[config.mk]
export PLATFORM = sky130hd
export DESIGN_NAME = dmem_arbiter_flat
export DESIGN_NICKNAME = d
export VERILOG_FILES = /design/src/rtl/dmem_arbiter_if.sv /design/src/rtl/dmem_arbiter.sv /design/src/flat_wrapper.sv
export SDC_FILE = /design/constraint.sdc
export NUM_CORES = 1
export LEC_CHECK = 0
export CORE_AREA = 2 2 116 118
export DETAILED_ROUTE_END_ITERATION = 8
export DIE_AREA = 0 0 118 120
export GPL_ROUTABILITY_DRIVEN = 0
export GPL_TIMING_DRIVEN = 0
export PLACE_DENSITY = 0.79
export SLEW_MARGIN = 10
export SYNTH_ARGS = -nofsm -noshare
export SYNTH_HDL_FRONTEND = slang
export SYNTH_SLANG_ARGS = --single-unit
export TNS_END_PERCENT = 10
[constraint.sdc]
create_clock -name clk -period 3.9 [get_ports clk]
set_input_delay 0.585 -clock clk [delete_from_list [all_inputs] [get_ports clk]]
set_output_delay 0.585 -clock clk [all_outputs]
set_load 0.01 [all_outputs]
[src/rtl/dmem_arbiter_if.sv]
// One requestor port of the data-RAM arbiter: request/write bus in, ack/error/read-data back.
interface dmem_arbiter_if;
  logic        req;
  logic        we;
  logic [31:0] addr;
  logic [31:0] wdata;
  logic        ack;
  logic        err;
  logic [31:0] rdata;
  logic        rvalid;

  modport master (output req, we, addr, wdata, input  ack, err, rdata, rvalid);
  modport slave  (input  req, we, addr, wdata, output ack, err, rdata, rvalid);
endinterface

[src/rtl/dmem_arbiter.sv]
// Shares the single-port data RAM between the CPU MEM-stage port (p0) and the
// debug/loader port (p1): round-robin arbitration, bounded p1 lock bursts, registered read data.
module dmem_arbiter #(
  parameter int RAM_BYTES = 12288,
  parameter int MAX_BURST = 4
) (
  input  logic                 clk,
  input  logic                 rst,
  dmem_arbiter_if.slave        p0,
  dmem_arbiter_if.slave        p1,
  input  logic                 lock1,
  output logic                 stall0,
  output logic                 MemWrite,
  output logic [31:0]          ramAddress,
  output logic [31:0]          ramStoreData,
  input  logic [31:0]          ramLoadData
);

  localparam int                 BURST_W   = $clog2(MAX_BURST) + 1;
  localparam logic [BURST_W-1:0] BURST_MAX = BURST_W'(MAX_BURST);
  localparam logic [31:0]        ADDR_MAX  = 32'(RAM_BYTES - 4);

  logic               last_grant_q, last_grant_d;
  logic [BURST_W-1:0] burst_cnt_q, burst_cnt_d;
  logic               rvalid0_q, rvalid0_d;
  logic               rvalid1_q, rvalid1_d;
  logic [31:0]        rdata0_q, rdata1_q;

  logic               locked;
  logic               grant0, grant1, any_grant;
  logic               win_we, win_legal;
  logic [31:0]        win_addr, win_wdata;

  // NOTE: every signal driven here gets a default first so no path leaves it unassigned (no latch).
  always_comb begin
    win_addr  = '0;
    win_wdata = '0;
    win_we    = 1'b0;

    // p1 keeps the RAM while it holds a lock and has burst budget left.
    locked = last_grant_q && lock1 && (burst_cnt_q < BURST_MAX);
    grant1 = rst && p1.req && (!p0.req || locked || !last_grant_q);
    grant0 = rst && p0.req && !grant1;
    any_grant = grant0 || grant1;

    if (grant0) begin
      win_addr  = p0.addr;
      win_wdata = p0.wdata;
      win_we    = p0.we;
    end else if (grant1) begin
      win_addr  = p1.addr;
      win_wdata = p1.wdata;
      win_we    = p1.we;
    end

    win_legal    = (win_addr[1:0] == 2'b00) && (win_addr <= ADDR_MAX);
    ramAddress   = win_addr;
    ramStoreData = win_wdata;
    MemWrite     = any_grant && win_we && win_legal;

    rvalid0_d = grant0 && !win_we && win_legal;
    rvalid1_d = grant1 && !win_we && win_legal;

    last_grant_d = any_grant ? grant1 : last_grant_q;

    // Burst budget only drains while p0 is actually waiting.
    burst_cnt_d = burst_cnt_q;
    if (grant0 || (grant1 && !lock1)) begin
      burst_cnt_d = '0;
    end else if (grant1 && p0.req && (burst_cnt_q < BURST_MAX)) begin
      burst_cnt_d = burst_cnt_q + BURST_W'(1);
    end
  end

  assign p0.ack    = grant0;
  assign p1.ack    = grant1;
  assign p0.err    = grant0 && !win_legal;
  assign p1.err    = grant1 && !win_legal;
  assign p0.rdata  = rdata0_q;
  assign p1.rdata  = rdata1_q;
  assign p0.rvalid = rvalid0_q;
  assign p1.rvalid = rvalid1_q;
  assign stall0    = p0.req && !grant0;

  // NOTE: state uses non-blocking assignments; reset is synchronous and checked first so it wins over everything.
  always_ff @(posedge clk) begin
    if (!rst) begin
      last_grant_q <= 1'b1;
      burst_cnt_q  <= '0;
      rvalid0_q    <= 1'b0;
      rvalid1_q    <= 1'b0;
      rdata0_q     <= '0;
      rdata1_q     <= '0;
    end else begin
      last_grant_q <= last_grant_d;
      burst_cnt_q  <= burst_cnt_d;
      rvalid0_q    <= rvalid0_d;
      rvalid1_q    <= rvalid1_d;
      if (rvalid0_d) rdata0_q <= ramLoadData;
      if (rvalid1_d) rdata1_q <= ramLoadData;
    end
  end

endmodule
[src/flat_wrapper.sv]
// flat-port wrapper written by rule: the top's interface ports become plain ports
module dmem_arbiter_flat 
#(
  parameter int RAM_BYTES = 12288,
  parameter int MAX_BURST = 4
)
  (clk, rst, lock1, stall0, MemWrite, ramAddress, ramStoreData, ramLoadData, p0_req, p0_we, p0_addr, p0_wdata, p0_ack, p0_err, p0_rdata, p0_rvalid, p1_req, p1_we, p1_addr, p1_wdata, p1_ack, p1_err, p1_rdata, p1_rvalid);
  dmem_arbiter_if p0_i ();
  dmem_arbiter_if p1_i ();
  input  logic clk;
  input  logic rst;
  input  logic lock1;
  output logic stall0;
  output logic MemWrite;
  output logic [31:0] ramAddress;
  output logic [31:0] ramStoreData;
  input  logic [31:0] ramLoadData;
  input wire logic [$bits(p0_i.req)-1:0] p0_req;
  input wire logic [$bits(p0_i.we)-1:0] p0_we;
  input wire logic [$bits(p0_i.addr)-1:0] p0_addr;
  input wire logic [$bits(p0_i.wdata)-1:0] p0_wdata;
  output wire logic [$bits(p0_i.ack)-1:0] p0_ack;
  output wire logic [$bits(p0_i.err)-1:0] p0_err;
  output wire logic [$bits(p0_i.rdata)-1:0] p0_rdata;
  output wire logic [$bits(p0_i.rvalid)-1:0] p0_rvalid;
  input wire logic [$bits(p1_i.req)-1:0] p1_req;
  input wire logic [$bits(p1_i.we)-1:0] p1_we;
  input wire logic [$bits(p1_i.addr)-1:0] p1_addr;
  input wire logic [$bits(p1_i.wdata)-1:0] p1_wdata;
  output wire logic [$bits(p1_i.ack)-1:0] p1_ack;
  output wire logic [$bits(p1_i.err)-1:0] p1_err;
  output wire logic [$bits(p1_i.rdata)-1:0] p1_rdata;
  output wire logic [$bits(p1_i.rvalid)-1:0] p1_rvalid;
  assign p0_i.req = p0_req;
  assign p0_i.we = p0_we;
  assign p0_i.addr = p0_addr;
  assign p0_i.wdata = p0_wdata;
  assign p0_ack = p0_i.ack;
  assign p0_err = p0_i.err;
  assign p0_rdata = p0_i.rdata;
  assign p0_rvalid = p0_i.rvalid;
  assign p1_i.req = p1_req;
  assign p1_i.we = p1_we;
  assign p1_i.addr = p1_addr;
  assign p1_i.wdata = p1_wdata;
  assign p1_ack = p1_i.ack;
  assign p1_err = p1_i.err;
  assign p1_rdata = p1_i.rdata;
  assign p1_rvalid = p1_i.rvalid;
  dmem_arbiter #(.RAM_BYTES(RAM_BYTES), .MAX_BURST(MAX_BURST)) u_core (.clk(clk), .rst(rst), .p0(p0_i), .p1(p1_i), .lock1(lock1), .stall0(stall0), .MemWrite(MemWrite), .ramAddress(ramAddress), .ramStoreData(ramStoreData), .ramLoadData(ramLoadData));
endmodule
==> key figures <==
Logic synthesis
  – Most frequent cells after synthesis: sky130_fd_sc_hd__dfxtp_1 (70), sky130_fd_sc_hd__nand2_1 (69), sky130_fd_sc_hd__a22o_1 (63)
  – Total number of yosys warnings: 0
  – Top cells by area in the synthesized netlist: sky130_fd_sc_hd__dfxtp_1 (41%), sky130_fd_sc_hd__a22o_1 (16%), sky130_fd_sc_hd__mux2i_1 (9.7%)
  – Portion of synthesized cell area occupied by the leading cell type: 41.33%
  – Fraction of the yosys area taken by sequential cells: 41.33%
  – Number of flops mapped to enable cells by yosys: 0
  – Combinational family with the most area after synthesis: compound AO/OA/AOI/OAI gates
  – Post-Synthesis Cell Area: 3391 um2
  – Post-synthesis adder-cell area fraction: 0.3690%
  – Per-instance average area after synthesis: 8.923 um2
  – Share of cell area taken by muxes after synthesis: 9.742%
  – Compound-gate portion of the synthesized area: 24.35%
  – Unique cell type count in the Yosys netlist: 32
  – Total nets after synthesis: 548
  – Simple logic cell fraction of the synthesized area: 17.45%
  – Cell count after synthesis: 380
  – Async set or reset register ratio after synthesis: 0%
  – Library cell occupying the most area in the post-synthesis netlist: sky130_fd_sc_hd__dfxtp_1
  – Most used flip-flop cell after synthesis: sky130_fd_sc_hd__dfxtp_1
  – Flops & latches, synth: 70
  – Most frequent cell after synthesis: sky130_fd_sc_hd__dfxtp_1
  – Share of the synthesized netlist area taken by xor and xnor gates: 0.2583%

Setup path
  – Capture point of the worst reg-to-reg path: u_core.p1.rdata[29]
  – Nature of the critical path startpoint: input pin
  – Last element of the critical path: ramStoreData[26]
  – Worst-path cell chain: clkdlybuf4s50_1 -> clkbuf_2 -> nand2_1 -> a21o_1 -> inv_2 -> buf_2 -> clkbuf_4 -> a22o_1 -> clkdlybuf4s50_1
  – Kind of critical path: in2out
  – Slowest library cell on the worst path: sky130_fd_sc_hd__clkdlybuf4s50_1
  – Worst path most repeated cell: sky130_fd_sc_hd__clkdlybuf4s50_1
  – Peak per-stage delay on the critical path: 0.62 ns
  – Worst reg2reg path startpoint: u_core.burst_cnt_q[2]
  – Critical path startpoint: rst
  – Worst-path fanout max: 10
  – Critical path data arrival time: 3.21 ns
  – Logic depth of the worst register-to-register path: 7
  – Kind of end point of the critical path: output port
  – Setup slack, reg-to-reg: 1.85 ns
  – Critical path required time: 3.31 ns

STA
  – Pins Over Slew Limit: 0
  – Setup violation total in the final timing report: 0
  – Maximum achievable frequency: 263.6 MHz
  – Slew margin rel.: 55.57%
  – Setup TNS: 0 ns
  – Final Hold Viols: 0
  – Final Skew: 0.01033 ns
  – Transition time at the pin with the least slew margin: 0.6603 ns
  – Min Clock Period, post-route: 3.794 ns
  – Final worst path period share: 97.28%
  – Worst setup slack after layout: 0.1063 ns

Global route
  – Met3 Track Usage GR: 7.129%
  – Global-route usage over all layers: 23.34%
  – Vias in the first global route: 4492
  – GR met2 Demand/Resource: 39.79%
  – Pin count of the biggest net entering global routing: 14
  – Grt met1 use: 28.88%
  – Initial antenna violation count: 0
  – Remaining global-route overflow: 0
  – Layer with the highest usage: met2
  – Wire length of the first global-routing pass: 25740 um

Placement
  – Final HPWL DP: 14300 um
  – Dpl ws: -0.2600 ns
  – Placement Cell Area: 6634 um2
  – I/O Buffers: 302

Clock tree
  – Clock transition at the registers of the reported paths: 0.06 ns
  – Max clock buf depth: 2
  – Cts-stage hold buffer count: 0
  – Number of levels in the clock H-tree: 3
  – Clock tree sinks: 70
  – Buffer cell driving the clock tree root: sky130_fd_sc_hd__clkbuf_16
  – Clk Latency, worst-skew pair: 0.32 ns
  – Post-CTS Setup Bufs: 0
  – CTS buffer count: 9
  – Clock tree from TritonCTS: yes

Route
  – Detailed-route DRC error count: 0
  – Routed wire per std cell: 19.75 um
  – Violation count after the first detailed-route iteration: 323
  – Sum of routed wire length over all layers: 17260 um
  – Remaining antenna violation count: 0
  – Total via count in the routed design: 4381
  – First drt pass iteration count: 5
  – Mean number of vias per cell: 5.013

Status
  – Status: completed

Power and ir drop
  – PD cells: 287.0 nW/um2
  – Standby leakage power: 2.773 nW
  – Largest vdd supply drop: 0.0001997 V

Final layout
  – Number of nets in the layout: 861
  – Layout area overhead: 105.1%
  – Area of all placed cells without fillers: 6954 um2
  – Count of inserted antenna diode cells: 0
  – Ratio of cells with drive above 1 in the final layout: 6.734%

Die
  – Initial cell density of the core: 26.12%
  – Placeable core region: 12980 um2
  – Number of I/O pins: 303
  – Total Die Area: 14160 um2
  – Core Rows: 42
  – Vertical extent of the die: 120 um
  – Die Wd: 118 um

Run
  – Number of max-cap violations: 0

Hold path
  – Class of the tightest hold or removal check: reg2reg
==> state kept, by name, indices dropped and copies added, names as in the netlist <==
| name | count |
|---|---|
| u_core.burst_cnt_q | 3 |
| u_core.last_grant_q | 1 |
| u_core.p0.rdata | 32 |
| u_core.p0.rvalid | 1 |
| u_core.p1.rdata | 32 |
| u_core.p1.rvalid | 1 |
==> layer usage <==
| metal | vias to the layer above | routed length [um] | share of wire (%) |
|---|---|---|---|
| met1 | 2112 | 7320 | 42 |
| met4 | 0 | 271 | 1.6 |
| met2 | 224 | 8311 | 48 |
| met5 | - | 0 | 0 |
| met3 | 18 | 1360 | 7.9 |
| li1 | 2027 | - | - |
==> cells by family (layout without fill, tap and decap cells) <==
logic type / count (synthesis) / count (layout)
AOI/OAI and AO/OA: 108 / 108
and+or+nand+nor: 127 / 127
DFF: 70 / 70
buffers and inverters: 40 / 358
xor gates and xnor gates: 1 / 1
muxes: 33 / 33
adders and majority gates: 1 / 1
==> through the flow <==
stage | power (mW) | std cells | util, % | hold WS (ns)
3_5_place_dp | 1.182 | 858 | 51.11 | 0.4520
5_1_grt | 2.069 | 874 | 53.58 | 0.4760
2_1_floorplan | 0.8640 | 380 | - | 0.4605
6_report | 1.996 | 874 | 53.58 | 0.4606
3_3_place_gp | 1.176 | 858 | 51.11 | 0.4477
4_1_cts | 2.014 | 874 | 53.52 | 0.4603
==> power breakdown <==
part	internal [mW]	leakage [nW]	switching, mW
Clock	0.515	0.149	0.309
Sequential	0.716	0.564	0.00130
Combinational	0.277	2.06	0.178
==> cell usage in the layout, fill, tap and decap left out, types with 3 or more instances in the layout <==
| master | Yosys | routed |
|---|---|---|
| sky130_fd_sc_hd__inv_2 | 4 | 4 |
| sky130_fd_sc_hd__clkbuf_1 | 16 | 9 |
| sky130_fd_sc_hd__o21ai_1 | 34 | 34 |
| sky130_fd_sc_hd__nor4_1 | 10 | 10 |
| sky130_fd_sc_hd__clkbuf_2 | 0 | 7 |
| sky130_fd_sc_hd__clkbuf_16 | 0 | 9 |
| sky130_fd_sc_hd__nor2_1 | 4 | 4 |
| sky130_fd_sc_hd__buf_1 | 5 | 4 |
| sky130_fd_sc_hd__dfxtp_1 | 70 | 70 |
| sky130_fd_sc_hd__a22o_1 | 63 | 63 |
| sky130_fd_sc_hd__nand3_1 | 36 | 36 |
| sky130_fd_sc_hd__mux2i_1 | 33 | 33 |
| sky130_fd_sc_hd__a31oi_1 | 3 | 3 |
| sky130_fd_sc_hd__buf_6 | 8 | 8 |
| sky130_fd_sc_hd__clkdlybuf4s50_1 | 0 | 302 |
| sky130_fd_sc_hd__nand2_1 | 69 | 69 |
| sky130_fd_sc_hd__buf_2 | 5 | 5 |
==> worst max-delay path, delay by kind of cell <==
kind / cells / cell delay, ns
simple gates: 1 / 0.16
buf+inv: 6 / 2.06
compound gates: 2 / 0.39
==> layout make-up <==
cell class	instances	area (um2)
plain buffers	35	214.0
clock buffers	10	239.0
clock inverters	6	68.82
fillers	1199	6026
inverters	5	18.77
multi-input cells	270	1769
flip-flops and latches	70	1401
well taps	176	220.2
repair buffers	302	3023
==> timing repair <==
action / 4_1_cts / 5_1_grt
pin swaps: 0 / 0
cloned: 0 / 0
gates resized for setup: 4 / 9
endpoints found under the setup margin: 41 / 38
==> how the worst min path moves through the flow <==
stage	from	to	cells past startpoint
5_1_grt	u_core.p0.rdata[18]	u_core.p0.rdata[18]	2
4_1_cts	u_core.p1.rdata[16]	u_core.p1.rdata[16]	2
3_5_place_dp	u_core.p1.rdata[16]	u_core.p1.rdata[16]	2
6_report	u_core.p0.rdata[6]	u_core.p0.rdata[6]	2
2_1_floorplan	u_core.burst_cnt_q[2]	u_core.burst_cnt_q[2]	2
3_3_place_gp	u_core.p1.rdata[4]	u_core.p1.rdata[4]	2
No activity file was read; power rests on OpenSTA's default activity.
==> patch: new RTL, config.mk and constraints unchanged <==
Put a register stage on the output `ramStoreData`. The value now appears one clock later. The other outputs are not delayed to match.
--- a/src/rtl/dmem_arbiter.sv
+++ b/src/rtl/dmem_arbiter.sv
@@ -20,4 +20,6 @@
   localparam logic [BURST_W-1:0] BURST_MAX = BURST_W'(MAX_BURST);
   localparam logic [31:0]        ADDR_MAX  = 32'(RAM_BYTES - 4);
+
+  logic [31:0] ramStoreData_d;
 
   logic               last_grant_q, last_grant_d;
@@ -56,5 +58,5 @@
     win_legal    = (win_addr[1:0] == 2'b00) && (win_addr <= ADDR_MAX);
     ramAddress   = win_addr;
-    ramStoreData = win_wdata;
+    ramStoreData_d = win_wdata;
     MemWrite     = any_grant && win_we && win_legal;
 
@@ -102,3 +104,7 @@
   end
 
+  always_ff @(posedge clk) begin
+    ramStoreData <= ramStoreData_d;
+  end
+
 endmodule
Formal check against the unedited RTL: not equivalent (a bounded check fails within 4 cycles, from zero or initial values and one cycle with rst low).
==> patch against the original RTL <==
Power increased by 23%. Critical path type unchanged. Wire length rose by 0.14%. Non-clock buffer count is the same. Design area is 12% higher. Area after synthesis is 24% higher. Clock power grew 12%. Register-to-register slack gained 0.15 ns. Sequential cell count is 32 higher. Setup slack worse by 0.033 ns. Sequential share of layout area rose by 6.1 points.
==> patch: results (changes against the original RTL) <==
[synthesis]
synth_common_cells = dfxtp_1 (102), nand2_1 (70), a22o_1 (63)
syn_inst = 412  ; +8.4%
synth_area_leaders = dfxtp_1 (48%), a22o_1 (13%), mux2i_1 (7.8%)
syn_nets = 580  ; +5.8%
synth.distinct_cells = 37  ; +16%
synth-seq-area-share_pct = 48.5  ; +7.1 points

[drt]
firstDrtPassIters = 4  ; -1
drt_iter0_markers = 193  ; -40%
vias = 4521  ; +3.2%

[cells_and_area]
inverters_excl_clock = 6  ; +1
layoutNonFillerInstCount = 906  ; +3.7%
seq_share_pct = 26.3  ; +6.1 points
area_delta_synth_final_pct = 84.6
final_nets = 893  ; +3.7%
clock_cell_area_share_pct = 3.96  ; -0.47 points
num-multi-input-gates = 269  ; -0.37%
multi_input_area_share_pct = 25.1  ; -0.35 points
bufAreaShareNonClock_pct = 41.6  ; -5.0 points

[place]
post_dp_cell_area_mm2 = 0.00746  ; +12%
place_ws_ns = -0.193  ; +0.0672 ns
dp_hpwl_mm = 14.6  ; +2.4%

[grt]
grt_usage_pct = 23.9  ; +0.61 points
use_met3_pct = 6.04  ; -1.1 points
use_met2_pct = 43.2  ; +3.5 points
grt_max_degree = 19  ; +5
grt_pass1_vias = 4708  ; +4.8%
grtUsageMet1_pct = 26.2  ; -2.7 points
grt_pass1_wl_mm = 25.9  ; +0.61%

[power_and_ir_drop]
leakagePower_nw = 3.09  ; +11%
seq_power_mw = 1.07  ; +49%
netSwitchingFraction_pct = 24.4  ; about the same
seqPwrFrac_pct = 43.8  ; +7.8 points

[critical_path]
rrSetupSlack_ns = 2.00  ; +0.15 ns
timing.rr.end = u_core.ramStoreData[21]$_DFF_P_
worstSetupEndpoint = MemWrite
crit_fanout = 2  ; -8
crit_arrival_ns = 3.24  ; +0.03 ns
max_stage_delay_ns = 0.64  ; +0.02 ns
cp-startpoint = p1_addr[17]

[run_status]
status = complete, no violations

[clock_network]
path_clk_slew_ns = 0.08  ; +0.02 ns

[min_path]
min_from = u_core.p1.rdata[19]$_SDFFE_PN0P_
min_to = u_core.p1.rdata[19]$_SDFFE_PN0P_

[timing]
post-route-period-util_pct = 98.1  ; +0.84 points
maxSlewHeadroom_pct = 54.5  ; -1.1 points
hold_slack_ns = 0.457  ; -0.00350 ns

[patch: changes by cell type in the layout (fill, tap and decap cells not counted), sizes merged, moves of 2 or more]
cell    before  now
dfxtp       70  102
clkinv       3    1
nand3       36   33
inv          6    8
[patch: layer usage]
layer	routed length, µm	share of wire [%]	vias up
li1	-	-	2121
met1	6600	38	2139
met2	8770	51	223
met3	1170	6.8	38
met4	739	4.3	0
met5	0	0	-
[patch: cell families after synthesis]
| kind of cell | synth area share [%] |
|---|---|
| and+or+nand+nor | 15.7 |
| adders and majority gates | 0.297 |
| xor gates and xnor gates | 0.208 |
| buffers and inverters | 5.46 |
| AOI/OAI and AO/OA | 22.0 |
| DFF | 48.5 |
| muxes | 7.84 |
[patch: what timing repair did]
item,CTS,global route
endpoints found under the setup margin,1,29
resized for setup,1,6
pin swaps,0,1
endpoints found under the hold margin,0,0
